===== config.mk =====
export PLATFORM = sky130hd
export DESIGN_NAME = gol_grid_engine
export DESIGN_NICKNAME = d
export VERILOG_FILES = /design/src/rtl/gol_grid_engine.sv
export SDC_FILE = /design/constraint.sdc
export NUM_CORES = 1
export LEC_CHECK = 0
export CAP_MARGIN = 20
export CELL_PAD_IN_SITES_DETAIL_PLACEMENT = 0
export CELL_PAD_IN_SITES_GLOBAL_PLACEMENT = 1
export CORE_UTILIZATION = 42
export DETAILED_ROUTE_END_ITERATION = 10
export PLACE_DENSITY_LB_ADDON = 0.1
export SLEW_MARGIN = 10
export SYNTH_ARGS = -nofsm -noshare
export SYNTH_HDL_FRONTEND = slang
export SYNTH_SLANG_ARGS = --single-unit

===== constraint.sdc =====
create_clock -name clk -period 4.7 [get_ports clk]
set_input_delay 0.47 -clock clk [delete_from_list [all_inputs] [get_ports clk]]
set_output_delay 0.47 -clock clk [all_outputs]
set_load 0.05 [all_outputs]

===== src/rtl/gol_grid_engine.sv =====
// Parametrised Game-of-Life engine (B3/S23) with load handshake, step/run modes and generation count.
// Optional macro GOL_AUTO_HALT_EN: stop free-running when the grid goes still or extinct.
module gol_grid_engine #(
  parameter int unsigned ROWS     = 8,
  parameter int unsigned COLS     = 8,
  parameter int unsigned WRAP     = 1,
  parameter int unsigned STEP_DIV = 1,
  parameter int unsigned GEN_W    = 16
) (
  input  logic                 clk,
  input  logic                 rst,
  input  logic                 load_valid,
  output logic                 load_ready,
  input  logic [ROWS*COLS-1:0] load_data,
  input  logic                 step,
  input  logic                 run,
  output logic [ROWS*COLS-1:0] state,
  output logic                 state_valid,
  output logic [GEN_W-1:0]     generation,
  output logic                 busy,
  output logic                 still,
  output logic                 extinct,
  output logic                 halted
);

  localparam int unsigned N     = ROWS * COLS;
  localparam int unsigned DIV_W = (STEP_DIV > 1) ? $clog2(STEP_DIV) : 1;
  localparam logic [DIV_W-1:0] DIV_LAST = DIV_W'(STEP_DIV - 1);

  typedef enum logic {
    S_IDLE,
    S_RUN
  } fsm_t;

  fsm_t             r_fsm;
  fsm_t             w_fsm_nxt;
  logic [DIV_W-1:0] r_div;
  logic [DIV_W-1:0] w_div_nxt;
  logic [N-1:0]     r_state;
  logic [GEN_W-1:0] r_gen;
  logic             r_state_valid;
  logic             r_busy;
  logic             r_load_ready;
  logic             w_do_load;
  logic             w_do_adv;
  logic             w_blocked;

  logic [ROWS+1:0][COLS+1:0] w_pad;
  logic [N-1:0]              w_next;

  // Grid surrounded by a one-cell ring: wrapped copies on a torus, dead cells otherwise
  for (genvar gr = 0; gr < ROWS + 2; gr++) begin : g_pad_r
    for (genvar gc = 0; gc < COLS + 2; gc++) begin : g_pad_c
      localparam int unsigned SR = (gr == 0) ? ROWS - 1 : ((gr == ROWS + 1) ? 0 : gr - 1);
      localparam int unsigned SC = (gc == 0) ? COLS - 1 : ((gc == COLS + 1) ? 0 : gc - 1);
      localparam bit RING = (gr == 0) || (gr == ROWS + 1) || (gc == 0) || (gc == COLS + 1);
      if (RING && (WRAP == 0)) begin : g_dead
        assign w_pad[gr][gc] = 1'b0;
      end else begin : g_cell
        assign w_pad[gr][gc] = r_state[N-1-(SR*COLS+SC)];
      end
    end
  end

  for (genvar r = 0; r < ROWS; r++) begin : g_row
    for (genvar c = 0; c < COLS; c++) begin : g_col
      logic [3:0] w_cnt;
      assign w_cnt = 4'(w_pad[r][c])   + 4'(w_pad[r][c+1])   + 4'(w_pad[r][c+2])
                   + 4'(w_pad[r+1][c])                       + 4'(w_pad[r+1][c+2])
                   + 4'(w_pad[r+2][c]) + 4'(w_pad[r+2][c+1]) + 4'(w_pad[r+2][c+2]);
      assign w_next[N-1-(r*COLS+c)] = (w_cnt == 4'd3) || ((w_cnt == 4'd2) && w_pad[r+1][c+1]);
    end
  end

  assign still   = (w_next == r_state);
  assign extinct = (r_state == '0);

`ifdef GOL_AUTO_HALT_EN
  logic r_halted;
  logic r_block;
  logic w_do_halt;

  assign w_blocked = r_block;
  assign halted    = r_halted;

  // r_block holds off re-entry to RUN until run has been observed low after a halt
  always_ff @(posedge clk or posedge rst) begin
    if (rst) begin
      r_halted <= 1'b0;
      r_block  <= 1'b0;
    end else begin
      if (w_do_load) begin
        r_halted <= 1'b0;
      end else if (w_do_halt) begin
        r_halted <= 1'b1;
      end
      if (w_do_halt) begin
        r_block <= 1'b1;
      end else if (!run || w_do_load) begin
        r_block <= 1'b0;
      end
    end
  end
`else
  assign w_blocked = 1'b0;
  assign halted    = 1'b0;
`endif

  always_ff @(posedge clk or posedge rst) begin
    if (rst) begin
      r_fsm <= S_IDLE;
    end else begin
      r_fsm <= w_fsm_nxt;
    end
  end

  always_comb begin
    w_fsm_nxt = r_fsm;
    w_div_nxt = r_div;
    w_do_load = 1'b0;
    w_do_adv  = 1'b0;
`ifdef GOL_AUTO_HALT_EN
    w_do_halt = 1'b0;
`endif
    case (r_fsm)
      S_IDLE: begin
        w_div_nxt = '0;
        if (load_valid) begin
          w_do_load = 1'b1;
        end else if (run && !w_blocked) begin
          w_fsm_nxt = S_RUN;
        end else if (step) begin
          w_do_adv = 1'b1;
        end
      end
      S_RUN: begin
        if (!run) begin
          w_fsm_nxt = S_IDLE;
          w_div_nxt = '0;
        end else if (r_div == DIV_LAST) begin
          w_div_nxt = '0;
`ifdef GOL_AUTO_HALT_EN
          if (still || extinct) begin
            w_fsm_nxt = S_IDLE;
            w_do_halt = 1'b1;
          end else begin
            w_do_adv = 1'b1;
          end
`else
          w_do_adv = 1'b1;
`endif
        end else begin
          w_div_nxt = r_div + DIV_W'(1);
        end
      end
      default: begin
        w_fsm_nxt = S_IDLE;
        w_div_nxt = '0;
      end
    endcase
  end

  // Grid, generation count and registered status outputs
  always_ff @(posedge clk or posedge rst) begin
    if (rst) begin
      r_div         <= '0;
      r_state       <= '0;
      r_gen         <= '0;
      r_state_valid <= 1'b0;
      r_busy        <= 1'b0;
      r_load_ready  <= 1'b1;
    end else begin
      r_div         <= w_div_nxt;
      r_state_valid <= w_do_load | w_do_adv;
      r_busy        <= (w_fsm_nxt == S_RUN);
      r_load_ready  <= (w_fsm_nxt == S_IDLE);
      if (w_do_load) begin
        r_state <= load_data;
        r_gen   <= '0;
      end else if (w_do_adv) begin
        r_state <= w_next;
        r_gen   <= r_gen + GEN_W'(1);
      end
    end
  end

  assign state       = r_state;
  assign state_valid = r_state_valid;
  assign generation  = r_gen;
  assign busy        = r_busy;
  assign load_ready  = r_load_ready;

endmodule


# == Word-level counts from Yosys, hierarchy flattened ==
# Cells that the tools add are included.
# word_totals
register_bits,84
# classes
n_reduce_logical,130
addsub,450
mux,18
bitwise,3
eq_ne,129
# op_table
cell,n
4-bit by 1-bit adder with 4-bit output,256
"4-bit by 2-bit equality test with 1-bit output, second input constant",128
3-bit by 1-bit adder with 4-bit output,64
2-bit by 1-bit adder with 3-bit output,64
1-bit by 1-bit adder with 2-bit output,64
64-bit two-way mux,2
64-bit equality test,1
1-bit logical AND,64
64-bit logical NOT,1
1-bit logical OR,64
16-bit two-way mux,2
"16-bit by 1-bit adder with 16-bit output, second input constant",1
1-bit two-way mux,11
1-bit case mux with 2 select lines,3
1-bit NOT,2
2-bit nonzero test,1
"1-bit adder, second input constant",1
1-bit bitwise OR,1

# == Longest topological paths before layout ==
# depth
word_depth,12
depth_mapped,14

# == Least setup slack after synthesis ==
# OpenSTA, ideal clock, no wires.
# synth_path
path_type,flip-flop to output port
start,"register r_state[3], in the netlist state[3]"
end,output still
stages_incl_launch_ff,15
n_path_buf,0
slack_ps,-1225
arrival_ps,5455
path_cell_list,dfrtp_1 inv_1 fa_1 fa_1 fa_1 inv_1 ha_1 fa_1 o211ai_1 o211ai_2 xnor2_1 nor4_2 nand4_1 or4_1 nor4_2
# synth_between
elab_chain_len,11
word_cells_on_any_way,70
# synth_lines
element,line_no,text
from (decl),39,logic [N-1:0] r_state;
from (signal assigned),178,r_state <= load_data;
from (signal assigned),181,r_state <= w_next;
1-bit by 1-bit adder with 2-bit output,68,assign w_cnt = 4'(w_pad[r][c]) + 4'(w_pad[r][c+1]) + 4'(w_pad[r][c+2])
2-bit by 1-bit adder with 3-bit output,68,
3-bit by 1-bit adder with 4-bit output,69,+ 4'(w_pad[r+1][c]) + 4'(w_pad[r+1][c+2])
4-bit by 1-bit adder with 4-bit output,69,
4-bit by 1-bit adder with 4-bit output (3 in a row),70,+ 4'(w_pad[r+2][c]) + 4'(w_pad[r+2][c+1]) + 4'(w_pad[r+2][c+2]);
4-bit by 2-bit equality test with 1-bit output,71,assign w_next[N-1-(r*COLS+c)] = (w_cnt == 4'd3) || ((w_cnt == 4'd2) && w_pad[r+1][c+1]);
1-bit logical AND,71,
1-bit logical OR,71,
64-bit equality test (*),75,assign still = (w_next == r_state);
to (decl),21,"output logic still,"
# Every way passes the cells marked *; elsewhere a longest branch is shown, timed or not.

# == Final worst setup path ==
# layout_path
start,"register r_state[0], in the netlist state[0]"
end,output still
# The elaborated chain is that of the path after synthesis.

==> flow_summary.json <==
{
  "status": "complete, but fails checks",
  "violations": "setup timing",
  "cp_max_fo": 4,
  "relSlewSlack_pct": 40.2,
  "wl_um": 49200,
  "drt_first_pass_iters": 7,
  "hp-start": "generation[15]",
  "synthTopCellsByArea": "fa_1, ha_1, dfrtp_1",
  "cts_max_level": 3,
  "hpwl_um": 40600,
  "wire_per_inst_um": 20.1,
  "rsz0062_at_grt": "yes",
  "cp.arrival_ns": 5.06,
  "place_congestion": 0.893,
  "tightest_slew_ns": 0.897,
  "hold_path_class": "reg -> reg",
  "num_antenna_cells": 0,
  "cp_slowest_cell": "fa_1",
  "fmax_mhz": 181,
  "skew_ns": 0.0148,
  "drive_above_1_share_pct": 19.9,
  "pin_count": 155,
  "cts_hold_buf": 0,
  "gr-total-overflow": 0,
  "die_area_mm2": 0.0367,
  "critPathCaptureType": "output port",
  "ys_ff_latch": 83,
  "final_nets": 2516,
  "areaGrowthSynthToFinish_pct": 32.4,
  "cts_tree": "done",
  "clk_pin_slew_ns": 0.08,
  "start_util_pct": 42.6,
  "fin_cells": 2447,
  "avgSynthCellArea_um2": 9.73,
  "yosysSeqAreaShare_pct": 13.8,
  "core_region_area_mm2": 0.0355,
  "setup_viol": 1,
  "cp-start-kind": "register",
  "grt_pass1_vias": 13600,
  "clk_latency_ns": 0.39,
  "die_y_um": 192,
  "clk_path_buf_depth": 2,
  "r2r_start": "state[41]",
  "n_fill_cell": 3172,
  "cp.required_ns": 4.23,
  "grt_pass1_wl_um": 77100,
  "drc": 0,
  "rrSetupSlack_ns": 0.32,
  "grt_max_degree": 60,
  "max_stage_delay_ns": 0.58,
  "viasPerCell": 5.18,
  "crit_chain": "clkinvlp_4, fa_1, fa_1, fa_1, inv_1, ha_1, fa_1, nor3b_1, a21oi_2, buf_4, a21oi_1, nand4_1, or4_4, nor4_4, buf_4, buf_12",
  "cp_common_cell": "fa_1",
  "yosysWarnings": 0,
  "maxSlewViolCount": 0,
  "fin_crit_ns": 5.53,
  "clock-sinks": 83,
  "period_share_pct": 118,
  "numPortBuffers": 153,
  "dp.cells": 2419,
  "cts-root-buf": "clkbuf_16",
  "cts_inserted_buffers": 9,
  "worst_slack_ns": -0.835,
  "crit_start": "state[0]",
  "post-synth-top-area-cell": "fa_1",
  "syn_inst": 1552,
  "drv_cap": 0,
  "synth_fp_nets": 2087,
  "yosysTopAreaCellShare_pct": 33.8,
  "die_w_um": 192,
  "worstSetupPathType": "reg -> out",
  "antenna_found_initial": 0,
  "netlist_area_mm2": 0.0151,
  "row_count": 69,
  "ant_nets": 0,
  "grt_usage_pct": 28.7,
  "ys_types": 40,
  "vias": 12700,
  "hold_violations": 0,
  "drtIter0Drc": 608
}
-- timing repair --
| item | 4_1_cts | 5_1_grt |
|---|---|---|
| setup buffers | 12 | 0 |
| endpoints found under the setup margin | 1 | 1 |
| gates resized for setup | 31 | 4 |
| pin swaps | 9 | 2 |
-- cell families (layout without fill, tap and decap cells) --
logic type | after synthesis | count (layout) | share of synthesized area, %
adders and majority gates | 466 | 466 | 51.3
and+or+nand+nor | 295 | 295 | 9.70
xor gates and xnor gates | 70 | 70 | 4.06
muxes | 5 | 5 | 0.331
other | 1 | 1 | 0.0248
AOI/OAI and AO/OA | 278 | 278 | 12.0
buffers and inverters | 354 | 788 | 8.82
DFF | 83 | 83 | 13.8
-- worst paths after layout --
check | end | depth (start not counted)
worst max-delay path | still | 16
worst min-delay path | generation[15] | 2
worst max register to register | state[49] | 21
worst min register to register | generation[15] | 2
max in group asynchronous | state[52] | 3
min in group asynchronous | state[27] | 2
-- state kept, by name, indices dropped and copies added, names as in the netlist --
register / flops
load_ready: 1
generation: 16
state_valid: 1
state: 64
busy: 1
-- layer usage --
layer  track usage, %  wire length (um)  vias to the layer above
li1                 -                 -                     6000
met1             38.9             22400                     6321
met2             46.6             23100                      290
met3             4.86              2300                       74
met4             9.77              1450                        0
met5                0                 0                        -
-- worst max-delay path, delay by kind of cell, from the launching register on --
kind,cells,cell delay (ns)
compound gates,2,0.22
fa+ha+maj,5,2.20
buf+inv,5,0.68
flops,1,0.41
simple gates,4,1.18
-- placed cells by master (no fill, tap or decap), drive strengths merged, types with 22 or more instances in the layout --
master,instances
inv,319
buf,298
fa,255
ha,211
clkdlybuf4s50,152
nor2,138
a21oi,119
dfrtp,82
xnor2,60
a211oi,59
and3,49
o221ai,42
nand2,28
o211ai,22
-- area by class of cell --
| type | instances | area (um2) | area share, % |
|---|---|---|---|
| multi-input cells | 1115 | 11800 | 59.3 |
| repair buffers | 450 | 3890 | 19.5 |
| flip-flops and latches | 83 | 2110 | 10.6 |
| inverters | 322 | 1240 | 6.19 |
| well taps | 461 | 577 | 2.88 |
| clock buffers | 9 | 225 | 1.13 |
| clock inverters | 7 | 103 | 0.513 |
-- per-stage QoR --
stage                     cell area (um2)  hold WS (ns)  setup slack (ns)  TNS [ns]  util (%)
final                               20000         0.545            -0.835    -0.835      56.4
after global routing                20000         0.582             -1.04     -1.04      56.4
after CTS                           20000         0.544            -0.778    -0.778      56.3
after detailed placement            19400         0.523            -0.509    -0.509      54.8
after global placement              19400         0.522            -0.455    -0.455      54.8
after floorplan                     15200         0.525            -0.581    -0.581         -
-- Yosys cell counts --
cell,n
nor3b_1,4
conb_1,1
nor4_2,2
o21ai_0,17
o211ai_1,19
nand2b_1,2
nand3_1,15
nand4_1,12
a211oi_1,59
or3_1,2
o21a_1,12
nand2_1,28
dfrtp_1,82
clkbuf_1,26
nor2b_1,4
nor2_1,138
nor4_1,18
xnor2_1,60
or4_1,1
a21oi_1,118
ha_1,211
o211a_1,1
o221ai_1,42
buf_1,5
a21oi_2,1
nor4b_1,1
and4b_1,2
buf_4,1
inv_1,322
xor2_1,10
o211ai_2,3
and3b_1,11
fa_1,255
nor3_1,2
mux2i_1,5
and3_1,49
a31oi_1,5
or2_2,4
o31ai_1,1
dfstp_2,1
Power is left out: the tool's default activity adds up to more than one toggle a clock period on the data nets, which glitch-free logic cannot reach.
